<file path="config.mk">
export PLATFORM = sky130hd
export DESIGN_NAME = bcd_sub_seq
export DESIGN_NICKNAME = d
export VERILOG_FILES = /design/src/rtl/bcd_sub_seq.sv
export SDC_FILE = /design/constraint.sdc
export NUM_CORES = 1
export LEC_CHECK = 0
export ABC_AREA = 1
export BUFFER_PORTS_ARGS = -buffer_cell sky130_fd_sc_hd__buf_2
export CORE_AREA = 5 5 104 86
export DETAILED_ROUTE_END_ITERATION = 10
export DIE_AREA = 0 0 109 91
export PLACE_DENSITY = 0.75
export SKIP_LAST_GASP = 1
export SYNTH_ARGS = -nofsm -noshare
export SYNTH_HDL_FRONTEND = slang
export SYNTH_SLANG_ARGS = --single-unit
</file>
<file path="constraint.sdc">
create_clock -name clk -period 4.1 [get_ports clk]
set_input_delay 0.82 -clock clk [delete_from_list [all_inputs] [get_ports clk]]
set_output_delay 0.82 -clock clk [all_outputs]
set_load 0.02 [all_outputs]
</file>
<file path="src/rtl/bcd_sub_seq.sv">
// Sequential 4-digit BCD subtractor: one shared digit stage walks the digits,
// then a second ten's-complement pass turns a borrowed result into |A-B|.
module bcd_sub_seq (
  input  logic        clk,
  input  logic        rst_n,
  input  logic        start,
  input  logic [15:0] a,
  input  logic [15:0] b,
  output logic        busy,
  output logic        done,
  output logic [15:0] diff,
  output logic        neg,
  output logic        err
);

  typedef enum logic [3:0] {
    IDLE, SUB0, SUB1, SUB2, SUB3, COMP0, COMP1, COMP2, COMP3, DONE
  } state_t;

  state_t      state;
  logic [15:0] a_q, b_q, work;
  logic        borrow, err_q;

  logic [1:0]  idx;
  logic        in_comp;
  logic [3:0]  x, y;
  logic [4:0]  dres;
  logic [15:0] work_nx;

  // {bout, digit} for one BCD digit of x - y - bin
  function automatic logic [4:0] bcd_digit_sub(input logic [3:0] dx, input logic [3:0] dy,
                                               input logic bin);
    logic [4:0] raw;
    raw = {1'b0, dx} - {1'b0, dy} - {4'b0000, bin};
    if (raw[4]) bcd_digit_sub = {1'b1, raw[3:0] + 4'd10};
    else        bcd_digit_sub = {1'b0, raw[3:0]};
  endfunction

  function automatic logic has_non_bcd(input logic [15:0] v);
    has_non_bcd = (v[3:0] > 4'd9) || (v[7:4] > 4'd9) ||
                  (v[11:8] > 4'd9) || (v[15:12] > 4'd9);
  endfunction

  always_comb begin
    idx     = 2'd0;
    in_comp = 1'b0;
    case (state)
      SUB1:    idx = 2'd1;
      SUB2:    idx = 2'd2;
      SUB3:    idx = 2'd3;
      COMP0:   in_comp = 1'b1;
      COMP1:   begin idx = 2'd1; in_comp = 1'b1; end
      COMP2:   begin idx = 2'd2; in_comp = 1'b1; end
      COMP3:   begin idx = 2'd3; in_comp = 1'b1; end
      default: idx = 2'd0;
    endcase
    x       = in_comp ? 4'd0 : a_q[{idx, 2'b00} +: 4];
    y       = in_comp ? work[{idx, 2'b00} +: 4] : b_q[{idx, 2'b00} +: 4];
    dres    = bcd_digit_sub(x, y, borrow);
    work_nx = work;
    work_nx[{idx, 2'b00} +: 4] = dres[3:0];
  end

  always_ff @(posedge clk) begin
    if (!rst_n) begin
      state  <= IDLE;
      a_q    <= 16'h0000;
      b_q    <= 16'h0000;
      work   <= 16'h0000;
      borrow <= 1'b0;
      err_q  <= 1'b0;
      busy   <= 1'b0;
      done   <= 1'b0;
      diff   <= 16'h0000;
      neg    <= 1'b0;
      err    <= 1'b0;
    end else begin
      case (state)
        IDLE: begin
          done <= 1'b0;
          if (start) begin
            a_q    <= a;
            b_q    <= b;
            borrow <= 1'b0;
            err_q  <= has_non_bcd(a) | has_non_bcd(b);
            busy   <= 1'b1;
            state  <= SUB0;
          end
        end
        SUB0, SUB1, SUB2, COMP0, COMP1, COMP2: begin
          work   <= work_nx;
          borrow <= dres[4];
          state  <= state_t'(state + 4'd1);
        end
        SUB3: begin
          work   <= work_nx;
          borrow <= 1'b0;
          if (dres[4]) begin
            state <= COMP0;
          end else begin
            state <= DONE;
            busy  <= 1'b0;
            done  <= 1'b1;
            diff  <= work_nx;
            neg   <= 1'b0;
            err   <= err_q;
          end
        end
        COMP3: begin
          work   <= work_nx;
          borrow <= dres[4];
          state  <= DONE;
          busy   <= 1'b0;
          done   <= 1'b1;
          diff   <= work_nx;
          // a zero magnitude never reports as negative
          neg    <= (work_nx != 16'h0000);
          err    <= err_q;
        end
        DONE: begin
          done  <= 1'b0;
          state <= IDLE;
        end
        default: begin
          state <= IDLE;
          busy  <= 1'b0;
          done  <= 1'b0;
        end
      endcase
    end
  end

endmodule

</file>
==> run summary, run 1 <==
OUTCOME
------------------------------------------------------------------------------------------------------
Run status ..............................................................................    completed

SYNTHESIS
------------------------------------------------------------------------------------------------------
Part of the Yosys area used for sequential elements .....................................       37.53%
Mapped cell area ........................................................................     3948 um2
Most frequently used flop master after synthesis ........................................ sky130_fd_sc_hd__dfxtp_1
Number of enable flip-flop cells after synthesis ........................................            0
Warnings, synthesis .....................................................................            0
Syn Inst Count ..........................................................................          568
Synth Area per Inst .....................................................................    6.950 um2
Flops & latches, synth ..................................................................           74
Asr flop ratio synth ....................................................................           0%
Post-synth cell types ...................................................................           36
Net count after synthesis ...............................................................          619

SETUP PATH
------------------------------------------------------------------------------------------------------
Critical path launch point type .........................................................         flop
Type of the worst setup path ............................................................   reg -> reg
Largest fanout on the critical path .....................................................            8
CP max stage cell ....................................................................... sky130_fd_sc_hd__fa_2
Endpoint class of the critical path .....................................................         flop
Critical path data arrival time .........................................................      4.02 ns
Library cell appearing most often on the critical path .................................. sky130_fd_sc_hd__nand2_1
Delay of the slowest cell on the worst path .............................................      0.55 ns
Required time reported for the critical path endpoint ...................................      4.30 ns

POWER
------------------------------------------------------------------------------------------------------
Sequential cell fraction of total power .................................................        24.4%
Combinational share of power ............................................................        61.8%
Switching power as a share of total power ...............................................       46.62%
VDD IR-drop max .........................................................................     438.0 uV
Sw power ................................................................................     1.898 mW
Pwr dens ................................................................................ 830.8 nW/um2
Part of the total power dissipated in the clock network .................................        13.8%
Leakage power summed over all cells .....................................................     2.429 nW
Power Internal ..........................................................................     2.173 mW

RUN
------------------------------------------------------------------------------------------------------
Max Cap Viol ............................................................................            0

CLOCK TREE
------------------------------------------------------------------------------------------------------
Clock tree sinks ........................................................................           74
Clk_lat worst skew ......................................................................      0.34 ns
Maximum buffer depth of the clock tree ..................................................            2
H-Tree Level Count ......................................................................            3
Clock tree from TritonCTS ...............................................................         done
Root Buffer Master ...................................................................... sky130_fd_sc_hd__clkbuf_8
Total CTS buffers .......................................................................            9
Clock transition at the register clock pins on the worst setup and hold paths after CTS .      0.08 ns

DRT
------------------------------------------------------------------------------------------------------
Detailed-route vias per instance ........................................................        5.249
Final routed wirelength across all metal layers .........................................     10890 um
WL/cell .................................................................................     14.29 um
TritonRoute pass-1 iters ................................................................            5
Post-detailed-route DRC marker count ....................................................            0
Routed via count ........................................................................         4000
1st-iter DRT viols ......................................................................          192
Antenna-violating nets left .............................................................            0

PLACED DESIGN
------------------------------------------------------------------------------------------------------
Placement Setup Slack ...................................................................  -0.07974 ns
Placer's final routability congestion estimate ..........................................       0.9660
Post-detail-place hpwl ..................................................................      8204 um
Port Buf Inserts ........................................................................           54

CELLS AND AREA
------------------------------------------------------------------------------------------------------
Core occupancy in the finished layout ...................................................       62.81%
Share of layout cells above drive strength 1 ............................................       23.85%
P&R area growth vs syn ..................................................................       24.12%
Number of diodes added for antenna fixing ...............................................            0
Net count reported at finish ............................................................          700
Total of fill cells in the finished design ..............................................          718

TIMING
------------------------------------------------------------------------------------------------------
Worst-case headroom to the max-slew limit ...............................................       60.97%
Worst hold slack across all endpoints ...................................................    0.4673 ns
Measured slew at the worst slew-check pin ...............................................    0.5848 ns
Fin worst setup slack ...................................................................    0.2859 ns
Worst setup skew after layout ...........................................................   0.01438 ns
Final count of negative-setup-slack endpoints ...........................................            0
Maximum clock rate ......................................................................   0.2622 GHz
Post-route fraction of the period consumed by the critical path .........................       93.03%
Final Hold Vio Count ....................................................................            0
Sum of negative setup slack .............................................................         0 ns
Slew Limit Fails ........................................................................            0
Post-layout min period ..................................................................     3.814 ns

DIE
------------------------------------------------------------------------------------------------------
Die W ...................................................................................       109 um
Die height ..............................................................................        91 um
Floorplan row count .....................................................................           29
Area of the die .........................................................................     9919 um2
Effective utilization at floorplan ......................................................       50.60%
Area of the core region .................................................................     7801 um2
Number of top-level design ports ........................................................           55

GLOBAL ROUTE
------------------------------------------------------------------------------------------------------
Vias in the first global route ..........................................................         3745
Wire length of the first global-routing pass ............................................     17970 um
Number of antenna violations at the first check in global routing .......................            0
Global route total overflow .............................................................            0
Global Route Usage Sum ..................................................................       22.53%
Maximum number of pins on one net before global-route repair ............................           60

MIN PATH
------------------------------------------------------------------------------------------------------
Path type of the worst min-delay path ...................................................   reg -> reg

-- final cells by class --
class | count | area (um2) | area share [%]
tap | 108 | 135.1 | 2.758
clock inverter | 6 | 66.31 | 1.353
multi-input combinational | 384 | 2158 | 44.05
timing repair buffer | 94 | 594.3 | 12.13
inverter | 86 | 329.1 | 6.716
clock buffer | 10 | 127.6 | 2.605
sequential | 74 | 1489 | 30.39
-- stage by stage --
step	total power [mW]	cells	area (um2)
floorplan	2.435	568	3948
global placement	3.117	739	4513
detailed placement	3.146	739	4513
CTS	3.766	755	4735
global route	4.458	762	4900
finish	4.071	762	4900
-- cell families (layout without fill, tap and decap cells) --
family | count (synthesis) | in the layout | share of synthesized area [%]
compound gates | 168 | 168 | 23.80
flops | 74 | 74 | 37.53
xor+xnor | 2 | 2 | 0.4438
simple gates | 198 | 198 | 22.06
buf+inv | 110 | 196 | 10.71
fa+ha+maj | 16 | 16 | 5.452
-- Yosys cell counts (4+ instances only) --
library cell / instances / area (um2)
sky130_fd_sc_hd__nand3_4: 4 / 70.07
sky130_fd_sc_hd__dfxtp_1: 74 / 1481
sky130_fd_sc_hd__o21ai_0: 91 / 455.4
sky130_fd_sc_hd__nor2_1: 81 / 304.0
sky130_fd_sc_hd__ha_1: 14 / 175.2
sky130_fd_sc_hd__nand2_1: 73 / 274.0
sky130_fd_sc_hd__inv_1: 79 / 296.5
sky130_fd_sc_hd__o21bai_1: 7 / 52.55
sky130_fd_sc_hd__o211ai_1: 14 / 105.1
sky130_fd_sc_hd__a21oi_1: 39 / 195.2
sky130_fd_sc_hd__nand4_1: 7 / 43.79
sky130_fd_sc_hd__clkbuf_1: 21 / 78.83
sky130_fd_sc_hd__inv_2: 4 / 15.01
sky130_fd_sc_hd__nand3_1: 24 / 120.1
-- registers in the layout, summed over array words and instances (netlist names) --
name	flops
busy	1
err_q	1
work	16
state	4
b_q	16
a_q	16
neg	1
done	1
diff	16
borrow	1
err	1
-- cell usage in the layout (no fill, tap or decap), types with 9 or more instances in the layout --
| master | count |
|---|---|
| sky130_fd_sc_hd__a21oi_1 | 36 |
| sky130_fd_sc_hd__buf_2 | 54 |
| sky130_fd_sc_hd__buf_4 | 36 |
| sky130_fd_sc_hd__clkbuf_8 | 9 |
| sky130_fd_sc_hd__dfxtp_1 | 72 |
| sky130_fd_sc_hd__ha_1 | 11 |
| sky130_fd_sc_hd__inv_1 | 76 |
| sky130_fd_sc_hd__nand2_1 | 67 |
| sky130_fd_sc_hd__nand3_1 | 19 |
| sky130_fd_sc_hd__nor2_1 | 80 |
| sky130_fd_sc_hd__o211ai_1 | 14 |
| sky130_fd_sc_hd__o21ai_0 | 82 |
-- routing by layer --
| layer | up-vias | wire length (um) | GRT usage [%] |
|---|---|---|---|
| li1 | 2032 | - | - |
| met2 | 103 | 4777 | 33.44 |
| met3 | 15 | 592 | 5.035 |
| met4 | 0 | 172 | 6.204 |
| met1 | 1850 | 5346 | 32.76 |
| met5 | - | 0 | 0 |
-- power groups by stage --
stage / clock (mW) / sequential, mW / combinational [mW]
after CTS: 0.576 / 0.983 / 2.21
final: 0.561 / 0.995 / 2.51
after detailed placement: 0 / 0.997 / 2.15
after floorplan: 0 / 0.973 / 1.46
after global routing: 0.608 / 1.01 / 2.84
after global placement: 0 / 0.992 / 2.13
-- worst max-delay path, delay by kind of cell, from the launching register on --
kind / cells / cell delay, ns
compound gates: 2 / 0.14
simple gates: 15 / 1.24
flops: 1 / 0.38
buf+inv: 6 / 0.56
fa+ha+maj: 4 / 1.36
-- path summary, 6_finish.rpt --
path         startpoint     end  slack, ns  cells past startpoint
min reg2reg      a_q[2]  a_q[2]       0.47                      2
max            state[0]     neg       0.29                     27
min              a_q[2]  a_q[2]       0.47                      2
max reg2reg    state[0]     neg       0.29                     27
-- repair_timing --
item | CTS | global route
endpoints found under the setup margin | 9 | 32
hold endpoints to repair | 0 | 0
pin swaps | 0 | 14
cloned | 0 | 0
buffers inserted | 0 | 7
hold buffers | 0 | 0
resized for setup | 9 | 40
Power figures use the tool's default switching activity.
==> inputs of run 2 (changes only) <==
--- a/config.mk
+++ b/config.mk
@@ -7,10 +7,11 @@
 export LEC_CHECK = 0
 export ABC_AREA = 1
 export BUFFER_PORTS_ARGS = -buffer_cell sky130_fd_sc_hd__buf_2
-export CORE_AREA = 5 5 104 86
+export CORE_AREA = 5 5 102 85
+export CTS_BUF_LIST = sky130_fd_sc_hd__clkbuf_4
 export DETAILED_ROUTE_END_ITERATION = 10
-export DIE_AREA = 0 0 109 91
-export PLACE_DENSITY = 0.75
+export DIE_AREA = 0 0 107 90
+export PLACE_DENSITY = 0.77
 export SKIP_LAST_GASP = 1
 export SYNTH_ARGS = -nofsm -noshare
 export SYNTH_HDL_FRONTEND = slang
==> run 2 against run 1 <==
Register-to-register slack got worse by 0.11 ns. Flip-flop and latch count unchanged. Count of clock-buffer cells in the layout unchanged. First-iteration DRC count increased by 86%. Cell count decreased by 1.7%. Non-clock buffer count increased by 2. Utilization increased by 1.0 points. Clock skew about the same. Total power increased by 3.1%. Critical path depth decreased by 3. Global-route usage increased by 1.0 points. Largest power group unchanged. Highest routed layer unchanged.
==> run summary, run 2 (synthesis gave the netlist of run 1 again) <==
OUTCOME
------------------------------------------------------------------------------------------------------
Run status ..............................................................................    completed

CELLS AND AREA
------------------------------------------------------------------------------------------------------
Net count reported at finish ............................................................          702
Share of layout cells above drive strength 1 ............................................       24.39%
Highest-count cells in the layout ignoring fill and taps ................................ 83 x sky130_fd_sc_hd__o21ai_0, 77 x sky130_fd_sc_hd__nor2_1, 76 x sky130_fd_sc_hd__inv_1, 71 x sky130_fd_sc_hd__dfxtp_1, 68 x sky130_fd_sc_hd__nand2_1
Final Non-Filler Cells ..................................................................          749
P&R area growth vs syn ..................................................................       23.23%
Most common cell after layout, fill and taps aside ...................................... sky130_fd_sc_hd__o21ai_0
Number of diodes added for antenna fixing ...............................................            0

SETUP PATH
------------------------------------------------------------------------------------------------------
CP max stage cell ....................................................................... sky130_fd_sc_hd__dfxtp_4
Register-to-register path setup slack ...................................................      0.18 ns
Worst flop-to-flop path endpoint ........................................................     diff[11]
Critical path launch point type .........................................................         flop
Endpoint class of the critical path .....................................................         flop
Count of cells along the worst register-to-register path ................................           24
Kind of cell adding the most delay to the critical path .................................  adder cells
Library cell appearing most often on the critical path .................................. sky130_fd_sc_hd__nand2_1
Type of the worst setup path ............................................................   reg -> reg
Cell chain of the critical path ......................................................... inv_4 > ha_2 > o21ai_1 > nand2_1 > nor2_4 > inv_2 > a21oi_1 > o21ai_0 > nand3_1 > o21ai_1 > fa_2 > fa_2 > nand2_1 > nand2_1 > nand2_1 > nand2_2 > nand2_4 > buf_4 > buf_4 > inv_1 > o21ai_2 > clkinv_1 > o21bai_1 > inv_1
Critical path data arrival time .........................................................      4.26 ns
Largest fanout on the critical path .....................................................            9
Critical path endpoint ..................................................................     diff[11]
Delay of the slowest cell on the worst path .............................................      0.39 ns
Startpoint of the worst setup timing path ...............................................     state[0]
Total stage count of the critical path ..................................................           24
Required time reported for the critical path endpoint ...................................      4.44 ns
Beginning of the worst register-to-register path ........................................     state[0]
Worst path bufs/invs ....................................................................            7

TIMING
------------------------------------------------------------------------------------------------------
Post-layout min period ..................................................................     3.920 ns
Final count of negative-setup-slack endpoints ...........................................            0
Post-route fraction of the period consumed by the critical path .........................       95.60%
Measured slew at the worst slew-check pin ...............................................    0.6590 ns
Worst setup skew after layout ...........................................................   0.01428 ns
Slew Limit Fails ........................................................................            0
Maximum clock rate ......................................................................   0.2551 GHz
Worst-case headroom to the max-slew limit ...............................................       56.02%
Final Hold Vio Count ....................................................................            0

CLOCK TREE
------------------------------------------------------------------------------------------------------
Clock tree from TritonCTS ...............................................................         done
Clock tree sinks ........................................................................           74
Maximum buffer depth of the clock tree ..................................................            2
Number of buffers inserted by hold repair at cts ........................................            0
Clock transition at the register clock pins on the worst setup and hold paths after CTS .      0.12 ns
Total CTS buffers .......................................................................            9
Clk_lat worst skew ......................................................................      0.45 ns
Root Buffer Master ...................................................................... sky130_fd_sc_hd__clkbuf_4
H-Tree Level Count ......................................................................            3

DRT
------------------------------------------------------------------------------------------------------
TritonRoute pass-1 iters ................................................................            5
WL/cell .................................................................................     15.10 um
1st-iter DRT viols ......................................................................          357
Final routed wirelength across all metal layers .........................................     11310 um
Post-detailed-route DRC marker count ....................................................            0
Detailed-route vias per instance ........................................................        5.474
Routed via count ........................................................................         4100
Antenna-violating nets left .............................................................            0

RUN
------------------------------------------------------------------------------------------------------
Max Cap Viol ............................................................................            0

GLOBAL ROUTE
------------------------------------------------------------------------------------------------------
Maximum number of pins on one net before global-route repair ............................           60
Wire length of the first global-routing pass ............................................     18290 um
Global Route Usage Sum ..................................................................       23.54%
Number of antenna violations at the first check in global routing .......................            0
Global route total overflow .............................................................            0
Vias in the first global route ..........................................................         3826

DIE
------------------------------------------------------------------------------------------------------
Number of top-level design ports ........................................................           55
Die W ...................................................................................       107 um
Die height ..............................................................................        90 um
Effective utilization at floorplan ......................................................       51.81%
Floorplan row count .....................................................................           29
Area of the core region .................................................................     7620 um2
Area of the die .........................................................................     9630 um2

MIN PATH
------------------------------------------------------------------------------------------------------
Path type of the worst min-delay path ...................................................   reg -> reg

POWER
------------------------------------------------------------------------------------------------------
Total Power .............................................................................     4.196 mW
VDD IR-drop max .........................................................................     447.9 uV
Leakage power summed over all cells .....................................................     2.419 nW
Pwr dens ................................................................................ 862.6 nW/um2

PLACED DESIGN
------------------------------------------------------------------------------------------------------
Placer's final routability congestion estimate ..........................................       0.9688
Port Buf Inserts ........................................................................           54
Cell count after placement ..............................................................          722
Post-detail-place hpwl ..................................................................      8062 um

run 2: changes by cell type in the layout (fill, tap and decap cells not counted), moves of 3 or more:
cell,previous run,this run
sky130_fd_sc_hd__clkbuf_4,0,10
sky130_fd_sc_hd__clkbuf_8,9,0
sky130_fd_sc_hd__a21oi_2,5,2
sky130_fd_sc_hd__nor2_1,80,77
sky130_fd_sc_hd__nor2_2,2,5
run 2: worst min-delay path by stage:
stage                     endpoint  startpoint  cells after the start
after global routing       b_q[11]     b_q[11]                      2
final                       a_q[1]      a_q[1]                      2
after detailed placement   b_q[11]     b_q[11]                      2
after floorplan            b_q[11]     b_q[11]                      2
after CTS                  b_q[11]     b_q[11]                      2
after global placement     b_q[11]     b_q[11]                      2
run 2: power breakdown:
group	switching, mW	internal [mW]	total, mW
clock	0.273	0.256	0.529
sequential	0.103	0.888	0.991
combinational	1.61	1.06	2.68
run 2: stage by stage:
stage / setup TNS [ns] / util (%) / setup WS [ns] / cell area, um2 / hold WS, ns
after floorplan: 0 / - / 0.03132 / 3948 / 0.4245
after global placement: 0 / 58.62 / 0.04253 / 4467 / 0.4434
after detailed placement: -0.2161 / 58.62 / -0.1220 / 4467 / 0.4474
after CTS: 0 / 61.07 / 0.02096 / 4653 / 0.4656
after global routing: -0.1618 / 63.84 / -0.09274 / 4865 / 0.4751
final: 0 / 63.84 / 0.1802 / 4865 / 0.4675
run 2: tightest hold or removal path, stage by stage, from the launching register on:
cell and delay [ns]:
sky130_fd_sc_hd__dfxtp_1 0.32, sky130_fd_sc_hd__inv_1 0.06, sky130_fd_sc_hd__a21oi_1 0.06
run 2: cell type report:
type,instances,area [um2]
Sequential cell,74,1488
Tap cell,93,116.4
Clock buffer,10,75.07
Clock inverter,6,90.09
Fill cell,678,2755
Inverter,86,327.8
Timing Repair Buffer,96,594.3
Multi-Input combinational cell,384,2173
run 2: routing by layer:
layer	routed length, um	vias up	part of all wire, %	track usage (%)
li1	-	2040	-	-
met2	5010	168	44	36.22
met5	0	-	0	0
met4	255	0	2.3	8.094
met3	941	25	8.3	5.158
met1	5101	1867	45	32.54
run 2: repair_timing:
action / CTS / global route
hold endpoints to repair: 0 / 0
pin swaps: 0 / 23
endpoints found under the setup margin: 10 / 26
resized for setup: 7 / 42
buffers inserted: 0 / 10
gates cloned: 0 / 1
==> inputs of run 3 (changes only) <==
==> constraint.sdc (replaced) <==
create_clock -name clk -period 3.4 [get_ports clk]
set_input_delay 0.68 -clock clk [delete_from_list [all_inputs] [get_ports clk]]
set_output_delay 0.68 -clock clk [all_outputs]
set_load 0.02 [all_outputs]
==> run 3 against run 2 <==
The flow now finishes with violations (negative setup slack). Register-to-register slack worse by 0.47 ns. Flip-flop and latch count unchanged. First-iteration DRC count decreased by 2.8%. Maximum frequency grew 6.2%. Critical path depth increased by 2. Critical path type unchanged.
==> run summary, run 3 (synthesis gave the netlist of run 1 again) <==
SETUP PATH
------------------------------------------------------------------------------------------------------
Largest fanout on the critical path .....................................................            7
Startpoint of the worst setup timing path ...............................................     state[0]
Worst flop-to-flop path endpoint ........................................................          neg
Critical path endpoint ..................................................................          neg
Kind of cell adding the most delay to the critical path .................................  adder cells
Type of the worst setup path ............................................................   reg -> reg
Beginning of the worst register-to-register path ........................................     state[0]
Critical path launch point type .........................................................         flop
Register-to-register path setup slack ...................................................     -0.29 ns
Delay of the slowest cell on the worst path .............................................      0.59 ns
CP max stage cell ....................................................................... sky130_fd_sc_hd__fa_2
Count of cells along the worst register-to-register path ................................           26
Worst path bufs/invs ....................................................................            3
Library cell appearing most often on the critical path .................................. sky130_fd_sc_hd__nand2_1
Total stage count of the critical path ..................................................           26
Critical path data arrival time .........................................................      3.99 ns
Endpoint class of the critical path .....................................................         flop
Required time reported for the critical path endpoint ...................................      3.70 ns

DRT
------------------------------------------------------------------------------------------------------
Total met2 wirelength after detailed routing ............................................      5591 um
Antenna-violating nets left .............................................................            0
Routed via count ........................................................................         4329
1st-iter DRT viols ......................................................................          347
Met3 routed wirelength ..................................................................       953 um
WL/cell .................................................................................     15.89 um
Post-detailed-route DRC marker count ....................................................            0
TritonRoute pass-1 iters ................................................................            5
Max Used Layer ..........................................................................         met4
Detailed-route vias per instance ........................................................        5.508
WL met1 .................................................................................      5692 um
Final routed wirelength across all metal layers .........................................     12490 um

TIMING
------------------------------------------------------------------------------------------------------
Final Hold Vio Count ....................................................................            0
Post-route fraction of the period consumed by the critical path .........................       108.6%
Fin worst setup slack ...................................................................   -0.2918 ns
Maximum clock rate ......................................................................   0.2709 GHz
Worst hold slack across all endpoints ...................................................    0.4569 ns
Worst setup skew after layout ...........................................................   0.01614 ns
Slew Limit Fails ........................................................................            0
Measured slew at the worst slew-check pin ...............................................    0.6651 ns
Final count of negative-setup-slack endpoints ...........................................           27
Setup repair after global routing missed its margin .....................................         true
Post-layout min period ..................................................................     3.692 ns
Worst-case headroom to the max-slew limit ...............................................       55.61%

CELLS AND AREA
------------------------------------------------------------------------------------------------------
P&R area growth vs syn ..................................................................       38.00%
Highest-count cells in the layout ignoring fill and taps ................................ 76 x sky130_fd_sc_hd__nor2_1, 72 x sky130_fd_sc_hd__dfxtp_1, 71 x sky130_fd_sc_hd__inv_1, 63 x sky130_fd_sc_hd__buf_4, 59 x sky130_fd_sc_hd__o21ai_0
Total of fill cells in the finished design ..............................................          605
Net count reported at finish ............................................................          739
Most common cell after layout, fill and taps aside ...................................... sky130_fd_sc_hd__nor2_1
Final Non-Filler Cells ..................................................................          786
Number of diodes added for antenna fixing ...............................................            0
Core occupancy in the finished layout ...................................................       71.49%
Share of layout cells above drive strength 1 ............................................       34.63%

CLOCK TREE
------------------------------------------------------------------------------------------------------
Clock tree sinks ........................................................................           74
Total CTS buffers .......................................................................            9
H-Tree Level Count ......................................................................            3
Clock tree from TritonCTS ...............................................................         done
Maximum buffer depth of the clock tree ..................................................            2
Clock transition at the register clock pins on the worst setup and hold paths after CTS .      0.14 ns
Root Buffer Master ...................................................................... sky130_fd_sc_hd__clkbuf_4
Clk_lat worst skew ......................................................................      0.44 ns

PLACED DESIGN
------------------------------------------------------------------------------------------------------
Port Buf Inserts ........................................................................           54
Cell count after placement ..............................................................          749
Placement Setup Slack ...................................................................   -0.3826 ns
Placer's final routability congestion estimate ..........................................       0.9993
Post-detail-place hpwl ..................................................................      8637 um

RUN
------------------------------------------------------------------------------------------------------
Max Cap Viol ............................................................................            0

OUTCOME
------------------------------------------------------------------------------------------------------
Violations in the final reports ......................................................... negative setup slack
Run status .............................................................................. finished, violations left

DIE
------------------------------------------------------------------------------------------------------
Number of top-level design ports ........................................................           55
Area of the core region .................................................................     7620 um2
Die height ..............................................................................        90 um
Die W ...................................................................................       107 um
Effective utilization at floorplan ......................................................       51.81%
Floorplan row count .....................................................................           29
Area of the die .........................................................................     9630 um2

POWER
------------------------------------------------------------------------------------------------------
VDD IR-drop max .........................................................................     633.2 uV
Pwr dens ................................................................................  1004 nW/um2
Leakage power summed over all cells .....................................................     2.633 nW

MIN PATH
------------------------------------------------------------------------------------------------------
Path type of the worst min-delay path ...................................................    in -> reg
Worst Hold Depth ........................................................................            3

GLOBAL ROUTE
------------------------------------------------------------------------------------------------------
Global Route Usage Sum ..................................................................       25.50%
Maximum number of pins on one net before global-route repair ............................           35
Vias in the first global route ..........................................................         4089
Number of antenna violations at the first check in global routing .......................            0
Global route total overflow .............................................................            0
Wire length of the first global-routing pass ............................................     19790 um

==> run 3: cell types whose count changed in the layout (fill, tap and decap cells not counted), moves of 4 or more <==
cell | previous run | this run
sky130_fd_sc_hd__buf_16 | 0 | 4
sky130_fd_sc_hd__nand2_1 | 68 | 58
sky130_fd_sc_hd__nand2_2 | 5 | 14
sky130_fd_sc_hd__buf_4 | 38 | 63
sky130_fd_sc_hd__o21ai_1 | 7 | 12
sky130_fd_sc_hd__o21ai_0 | 83 | 59
sky130_fd_sc_hd__buf_12 | 0 | 4
sky130_fd_sc_hd__a21oi_1 | 38 | 34
sky130_fd_sc_hd__inv_1 | 76 | 71
sky130_fd_sc_hd__o21ai_2 | 3 | 21
sky130_fd_sc_hd__a21oi_2 | 2 | 7
==> run 3: through the flow <==
| stage | setup TNS (ns) | instance area, um2 | total power, mW |
|---|---|---|---|
| 2_1_floorplan | -0.08540 | 4079 | 3.193 |
| 5_1_grt | -9.134 | 5448 | 5.841 |
| 3_3_place_gp | -0.7023 | 4782 | 4.072 |
| 3_5_place_dp | -4.691 | 4782 | 4.142 |
| 4_1_cts | -4.579 | 5314 | 4.956 |
| 6_report | -4.108 | 5448 | 5.469 |
==> run 3: power by group <==
part	total (mW)	switching (mW)	internal, mW
Sequential	1.21	0.134	1.07
Clock	0.500	0.347	0.153
Combinational	3.76	2.21	1.56
Total	5.47	2.69	2.78
==> run 3: per-layer routing <==
metal	vias up	track usage [%]
li1	2119	-
met3	27	7.163
met1	2002	35.53
met2	181	38.68
met5	-	0
met4	0	6.816
==> run 3: worst register-to-register path: stages (launching register included) <==
cell	delay, ns
sky130_fd_sc_hd__dfxtp_4	0.40
sky130_fd_sc_hd__inv_4	0.06
sky130_fd_sc_hd__ha_4	0.17
sky130_fd_sc_hd__o21ai_2	0.12
sky130_fd_sc_hd__nand2_2	0.08
sky130_fd_sc_hd__nor2_4	0.18
sky130_fd_sc_hd__inv_4	0.08
sky130_fd_sc_hd__a21oi_2	0.12
sky130_fd_sc_hd__o21ai_1	0.07
sky130_fd_sc_hd__nand3_1	0.08
sky130_fd_sc_hd__o21ai_2	0.07
sky130_fd_sc_hd__fa_2	0.36
sky130_fd_sc_hd__fa_2	0.59
sky130_fd_sc_hd__inv_2	0.07
sky130_fd_sc_hd__ha_4	0.24
sky130_fd_sc_hd__nand3_4	0.06
sky130_fd_sc_hd__nand2_4	0.06
sky130_fd_sc_hd__nand4_1	0.08
sky130_fd_sc_hd__nand2_1	0.07
sky130_fd_sc_hd__nor2_1	0.12
sky130_fd_sc_hd__nand2_1	0.08
sky130_fd_sc_hd__nor2_1	0.09
sky130_fd_sc_hd__nand2_1	0.05
sky130_fd_sc_hd__nor2_1	0.08
sky130_fd_sc_hd__nand3_1	0.07
sky130_fd_sc_hd__nand2_1	0.07
sky130_fd_sc_hd__a21oi_1	0.05
==> run 3: timing repair <==
item                                    in CTS  in global routing
cloned                                       4                  0
hold buffers                                 0                  0
pin swaps                                   24                 18
endpoints found under the setup margin      30                 35
gates resized for setup                     68                 38
setup buffers                               14                  4
==> run 3: how the worst min path moves through the flow <==
stage	start	endpoint	slack [ns]
floorplan	b_q[11]	b_q[11]	0.42
global placement	a_q[2]	a_q[2]	0.45
detailed placement	b_q[7]	b_q[7]	0.46
CTS	a[4]	a_q[4]	0.45
global route	a[5]	a_q[5]	0.45
finish	a[4]	a_q[4]	0.46
==> run 3: cell type report <==
class / instances / area, um2 / share of cell area, %
Tap cell: 93 / 116.4 / 2.136
Inverter: 86 / 349.1 / 6.408
Clock buffer: 9 / 67.56 / 1.240
Clock inverter: 7 / 52.55 / 0.9646
Multi-Input combinational cell: 384 / 2342 / 43.00
Sequential cell: 74 / 1489 / 27.33
Timing Repair Buffer: 133 / 1031 / 18.93
